===== src/rtl/stream_mux_arb.sv =====
// stream_mux_arb: N-input valid/ready stream mux with built-in arbiter
// (fixed priority or round robin) feeding a single registered output.
//
// Ports:
//   clk, rst   - rising-edge clock, async active-high reset
//   in_valid   - [N] per-channel word present
//   in_ready   - [N] per-channel word accepted this cycle (one-hot or 0)
//   in_data    - [N*WIDTH] channel i at [i*WIDTH +: WIDTH]
//   out_valid  - output register holds a word
//   out_ready  - consumer takes out_data this cycle
//   out_data   - [WIDTH] registered selected word
//   out_sel    - [SELW] index of the channel that produced out_data
module stream_mux_arb #(
    parameter int WIDTH = 32,
    parameter int N     = 2,
    parameter int RR    = 0,
    localparam int SELW = (N > 2) ? $clog2(N) : 1
) (
    input  logic               clk,
    input  logic               rst,
    input  logic [N-1:0]       in_valid,
    output logic [N-1:0]       in_ready,
    input  logic [N*WIDTH-1:0] in_data,
    output logic               out_valid,
    input  logic               out_ready,
    output logic [WIDTH-1:0]   out_data,
    output logic [SELW-1:0]    out_sel
);

    logic [SELW-1:0]  ptr;
    logic [SELW-1:0]  start;
    logic [SELW-1:0]  grant;
    logic [WIDTH-1:0] sel_data;
    logic             any_valid;
    logic             can_load;
    logic             xfer;

    // In fixed-priority mode the search always starts at channel 0.
    assign start = (RR != 0) ? ptr : '0;

    // Each channel's distance from the pointer (mod N); the nearest
    // valid channel wins. Strict '<' keeps the first one found.
    always_comb begin
        int best;
        int pos;
        best  = N;
        pos   = 0;
        grant = '0;
        for (int i = 0; i < N; i++) begin
            pos = i - int'(start);
            if (pos < 0) pos = pos + N;
            if (in_valid[i] && pos < best) begin
                best  = pos;
                grant = SELW'(i);
            end
        end
    end

    always_comb begin
        sel_data = '0;
        for (int i = 0; i < N; i++) begin
            if (grant == SELW'(i)) sel_data = in_data[i*WIDTH +: WIDTH];
        end
    end

    assign any_valid = |in_valid;
    assign can_load  = !out_valid || out_ready;

    always_comb begin
        in_ready = '0;
        if (can_load && any_valid && !rst) begin
            in_ready = {{(N-1){1'b0}}, 1'b1} << grant;
        end
    end

    assign xfer = |(in_valid & in_ready);

    always_ff @(posedge clk or posedge rst) begin
        if (rst) begin
            out_valid <= 1'b0;
            out_data  <= '0;
            out_sel   <= '0;
            ptr       <= '0;
        end else begin
            if (xfer) begin
                out_valid <= 1'b1;
                out_data  <= sel_data;
                out_sel   <= grant;
            end else if (out_ready) begin
                out_valid <= 1'b0;
            end
            // Explicit wrap so non-power-of-two N never indexes past N-1.
            if (xfer && RR != 0) begin
                ptr <= (int'(grant) == N - 1) ? '0 : grant + SELW'(1);
            end
        end
    end

endmodule


===== config.mk =====
export PLATFORM = sky130hd
export DESIGN_NAME = stream_mux_arb
export DESIGN_NICKNAME = d
export VERILOG_FILES = /design/src/rtl/stream_mux_arb.sv
export SDC_FILE = /design/constraint.sdc
export NUM_CORES = 1
export LEC_CHECK = 0
export CAP_MARGIN = 15
export CELL_PAD_IN_SITES_DETAIL_PLACEMENT = 2
export CELL_PAD_IN_SITES_GLOBAL_PLACEMENT = 2
export CORE_ASPECT_RATIO = 0.7
export CORE_MARGIN = 2
export CORE_UTILIZATION = 22
export DETAILED_ROUTE_END_ITERATION = 8
export PLACE_DENSITY = 0.92
export SLEW_MARGIN = 10
export SYNTH_ARGS = -nofsm -noshare
export SYNTH_HDL_FRONTEND = slang
export SYNTH_SLANG_ARGS = --single-unit

===== constraint.sdc =====
create_clock -name clk -period 3.01 [get_ports clk]
set_input_delay 0.903 -clock clk [delete_from_list [all_inputs] [get_ports clk]]
set_output_delay 0.903 -clock clk [all_outputs]
set_load 0.02 [all_outputs]

; Word-level counts from Yosys, hierarchy flattened
; Index checks and enable logic that the tools add are counted.
[word_totals]
out_inout_bits = 36
reg_bits = 34
latch_bits = 0
ramBits = 0
mem_bits_ro = 0
n_memories = 0
word_cells = 21
[op_classes]
order_cmp = 1
bitwise = 1
eq_ne = 0
mux = 6
shift = 1
n_mul = 0
addsub = 0
n_reduce_logical = 9
div_mod_pow = 0
[ops]
columns = op, n
row1 = 32-bit two-way mux, 1
row2 = 2-bit two-way mux, 2
row3 = 2-bit OR reduction, 2
row4 = 1-bit logical AND, 3
row5 = 1-bit two-way mux, 3
row6 = 2-bit bitwise AND, 1
row7 = 1-bit zero test, 2
row8 = 1-bit by 2-bit less-than comparator with 1-bit output (first input constant), 1
row9 = 2-bit nonzero test, 1
row10 = 1-bit by 1-bit << shifter with 2-bit output (first input constant), 1
row11 = 1-bit logical OR, 1

; Logic depth before layout (Yosys ltp)
[logic_depth]
ltp_word = 9
depth_mapped = 5
ltp_nobuf = 3

; Worst setup path before layout
; OpenSTA, ideal clock, no wires.
[synth_path]
kind = input -> output
from = input port in_valid[0]
to = output port in_ready[0]
stages = 4
slack_ns = 0.367
arrival_time_ns = 1.740
required_ns = 2.107
cell_sequence = or2b_1 buf_2 clkbuf_1 nor2_1
[synth_via]
elab_chain_cells = 6
elab_cells_between_ends = 9
[synth_lines]
columns = item, line
row1 = from (decl), 21  ; input logic [N-1:0] in_valid,
row2 = 2-bit two-way mux, 52  ; if (in_valid[i] && pos < best) begin
row3 = 1-bit by 2-bit less-than comparator with 1-bit output, 52
row4 = 1-bit logical AND, 52
row5 = 1-bit two-way mux, 52
row6 = 1-bit by 1-bit << shifter with 2-bit output, 72  ; in_ready = {{(N-1){1'b0}}, 1'b1} << grant;
row7 = 2-bit two-way mux *, 71  ; if (can_load && any_valid && !rst) begin
row8 = to (decl), 22  ; output logic [N-1:0] in_ready,
; Mark *: on every way between the ends. The rest lies on a longest branch, timed or not.

; Worst setup path in the final report
[layout_path]
from = input port out_ready
to = output port in_ready[1]
[layout_via]
elab_chain_cells = 4
[layout_lines]
columns = item, line
row1 = from (decl), 25  ; input logic out_ready,
row2 = 1-bit logical OR, 67  ; assign can_load = !out_valid || out_ready;
row3 = 1-bit logical AND (2 in a row), 71
row4 = 2-bit two-way mux, 71
; Every way passes these cells.

==> flow_summary.ini <==
[status]
outcome = finished, final reports clean

[critical_path]
worstSetupPathType = input pin to primary output
crit_buf_inv = 2
cp_slowest_cell = clkdlybuf4s50_1
cp.required_ns = 2.11
crit_arrival_ns = 1.98
cpPeakStageDelay_ns = 0.51
ff2ff_setup_slack_ns = 1.03
reg2reg_from = out_valid$_DFFE_PP0P_
critPathLaunchType = input pin
cp_max_fo = 3
reg2regPathDepth = 6
rr_endpoint = out_data[17]$_DFFE_PP0P_
endpoint_kind = primary output
path_delay_family = buffers and inverters
path_cells = clkdlybuf4s50_1, nor2b_4, nor4b_4, buf_2

[power_and_ir_drop]
swShare_pct = 29.6
p_leak_nw = 1.12
cell_internal_pwr_mw = 1.07
power.switching_mw = 0.449
p_clk_share_pct = 26.1
seqPwrFrac_pct = 38.4
p_per_area_nw_per_um2 = 534
comb_power_share_pct = 35.4
peakVddDrop_mv = 0.192

[place]
portBuffers = 104
gp_congestion = 0.721
dp_hpwl_um = 4460

[synth]
synth_area_leaders = dfrtp_1, a221o_1, nor3b_1, buf_8, buf_2
synthMuxAreaShare_pct = 0
synth_xor_area_share_pct = 0
yosys.area.top_type_share_pct = 53.3
synth_seq_cells = 34
synth-simple-area-share_pct = 19.2
syn_inst = 123
synth_top_family_by_area = compound AO/OA/AOI/OAI gates
seq_area_frac_synth_pct = 53.3
synth.distinct_cells = 15
synth.cell_area_um2 = 1600
synth_top_cell_by_area = dfrtp_1
yosys_warnings = 0
synth_fa_ha_area_share_pct = 0
synth_fp_nets = 192
synth_area_per_cell_um2 = 13.0
synth-compound-area-share_pct = 20.8

[cells_and_area]
multi_input_area_um2 = 646
drive_gt1_share_pct = 10.0
nets = 297
syn_to_final_growth_pct = 77.7
final_util_pct = 41.2
regArea_um2 = 851
diodes = 0
nFillCells = 725

[timing]
tns_ns = 0
hold_viol = 0
setup_violations = 0
maxSlewHeadroom_pct = 69.9
max_freq_mhz = 346
drv_slew = 0
finalClockSkew_ns = 0.00756
fin_crit_ns = 2.89
finalCritPeriodShare_pct = 95.9
tightest_slew_ns = 0.452
hold_ws_ns = 0.518
grt_setup_unrepaired = no

[routing]
drcViolationCount = 0
vias = 1583
ant_nets = 0
firstDrtPassIters = 4
drt_iter0_drc = 64
avgViaCountPerCell = 4.90
wirelength_um = 6290
wire_per_inst_um = 19.5

[die]
die_w_um = 106
fp.dieArea_um2 = 7970
core-area_um2 = 6880
initial_utilization_pct = 23.2
rows = 25
num_io_pins = 105
dieHeight_um = 75.3

[clocking]
cts_max_path_buffers = 2
ctsHoldBuffers = 0
cts.sinks = 34
cts_tree = done
cts_buffers = 5
clock_latency_ns = 0.28
cts_setup_buffers = 0
htreeDepth = 2
clk_pin_slew_ns = 0.07
cts_root_buf = clkbuf_8

[flow_run]
cap_violations = 0

[global_route]
grt_overflow = 0
grt_max_degree = 35
grt_pass1_wl_um = 10300
antenna_found_initial = 0
first_global_vias = 1817
grt_usage_pct = 17.0

[worst_hold_path]
hold_path_depth = 1
worstHoldEndpoint = out_data[6]$_DFFE_PP0P_
hp-start = out_data[6]$_DFFE_PP0P_
holdCritPathClass = flip-flop to flip-flop
==> cells in the mapped netlist <==
library cell / n
or3_1: 1
buf_6: 1
buf_8: 3
dfrtp_1: 34
clkbuf_1: 6
a221o_1: 30
nor3b_1: 33
buf_2: 5
nor2b_1: 1
o22a_1: 1
a221o_2: 2
or2b_1: 2
nor2_1: 2
nor4b_4: 1
inv_1: 1
==> how the worst max path moves through the flow <==
stage | startpoint | endpoint | slack, ns | cells after the start
after CTS | out_ready | in_ready[1] | 0.01 | 4
after detailed placement | in_valid[0] | in_ready[0] | -0.34 | 4
final | out_ready | in_ready[1] | 0.12 | 4
after floorplan | in_valid[0] | in_ready[0] | 0.37 | 4
after global routing | rst | in_ready[0] | 0.08 | 4
after global placement | in_valid[0] | in_ready[0] | -0.33 | 4
==> per-layer routing <==
metal / routed length (um) / GRT usage (%) / vias up / part of all wire (%)
li1: - / - / 702 / -
met1: 2690 / 20.7 / 796 / 43
met2: 3000 / 29.6 / 83 / 48
met3: 574 / 6.23 / 2 / 9.1
met4: 24 / 3.51 / 0 / 0.38
met5: 0 / 0 / - / 0
==> state kept, by name, indices dropped and copies added, names as in the netlist <==
name	flops
out_valid	1
out_sel	1
out_data	32
==> cell type report <==
type / count / share of cell area [%]
Sequential cell: 34 / 30.0
Inverter: 1 / 0.132
Clock buffer: 8 / 3.88
Timing Repair Buffer: 113 / 39.1
Multi-Input combinational cell: 73 / 22.8
Tap cell: 94 / 4.14
==> cell families after synthesis <==
logic type / after synthesis
AOI/OAI and AO/OA: 33
buffers and inverters: 16
DFF: 34
and+or+nand+nor: 40
==> cell usage in the layout, fill, tap and decap left out <==
master	n
clkdlybuf4s50_1	101
dfrtp_1	34
nor3b_1	33
a221o_1	30
clkbuf_8	8
buf_4	8
nor2_1	2
or2b_1	2
a221o_2	2
buf_2	2
nor2b_4	1
or3_1	1
nor4b_4	1
inv_1	1
o22a_1	1
dlygate4sd2_1	1
buf_12	1
==> power by group through the flow <==
stage | Combinational [mW] | Clock [mW] | Sequential (mW)
after CTS | 0.546 | 0.415 | 0.584
after detailed placement | 0.546 | 0 | 0.591
after global placement | 0.530 | 0 | 0.583
final | 0.537 | 0.396 | 0.583
after floorplan | 0.145 | 0 | 0.683
after global routing | 0.574 | 0.443 | 0.595
==> metrics by stage <==
step | total power, mW | setup slack [ns] | cell area, um2 | std cells
6_report | 1.52 | 0.123 | 2840 | 323
5_1_grt | 1.61 | 0.0794 | 2840 | 323
4_1_cts | 1.55 | 0.0134 | 2850 | 323
3_5_place_dp | 1.14 | -0.343 | 2740 | 315
3_3_place_gp | 1.11 | -0.333 | 2740 | 315
2_1_floorplan | 0.827 | 0.367 | 1600 | 123
==> timing repair <==
action | CTS | global route
resized for setup | 7 | 2
pin swaps | 0 | 0
endpoints found under the setup margin | 2 | 2
==> worst reg2reg max path, delay by kind of cell, from the launching register on <==
family,cells,cell delay (ns)
AND/OR/NAND/NOR,2,0.55
buffers and inverters,3,0.51
flip-flops,1,0.39
AO/OA/AOI/OAI,1,0.39
Power figures use the tool's default switching activity.
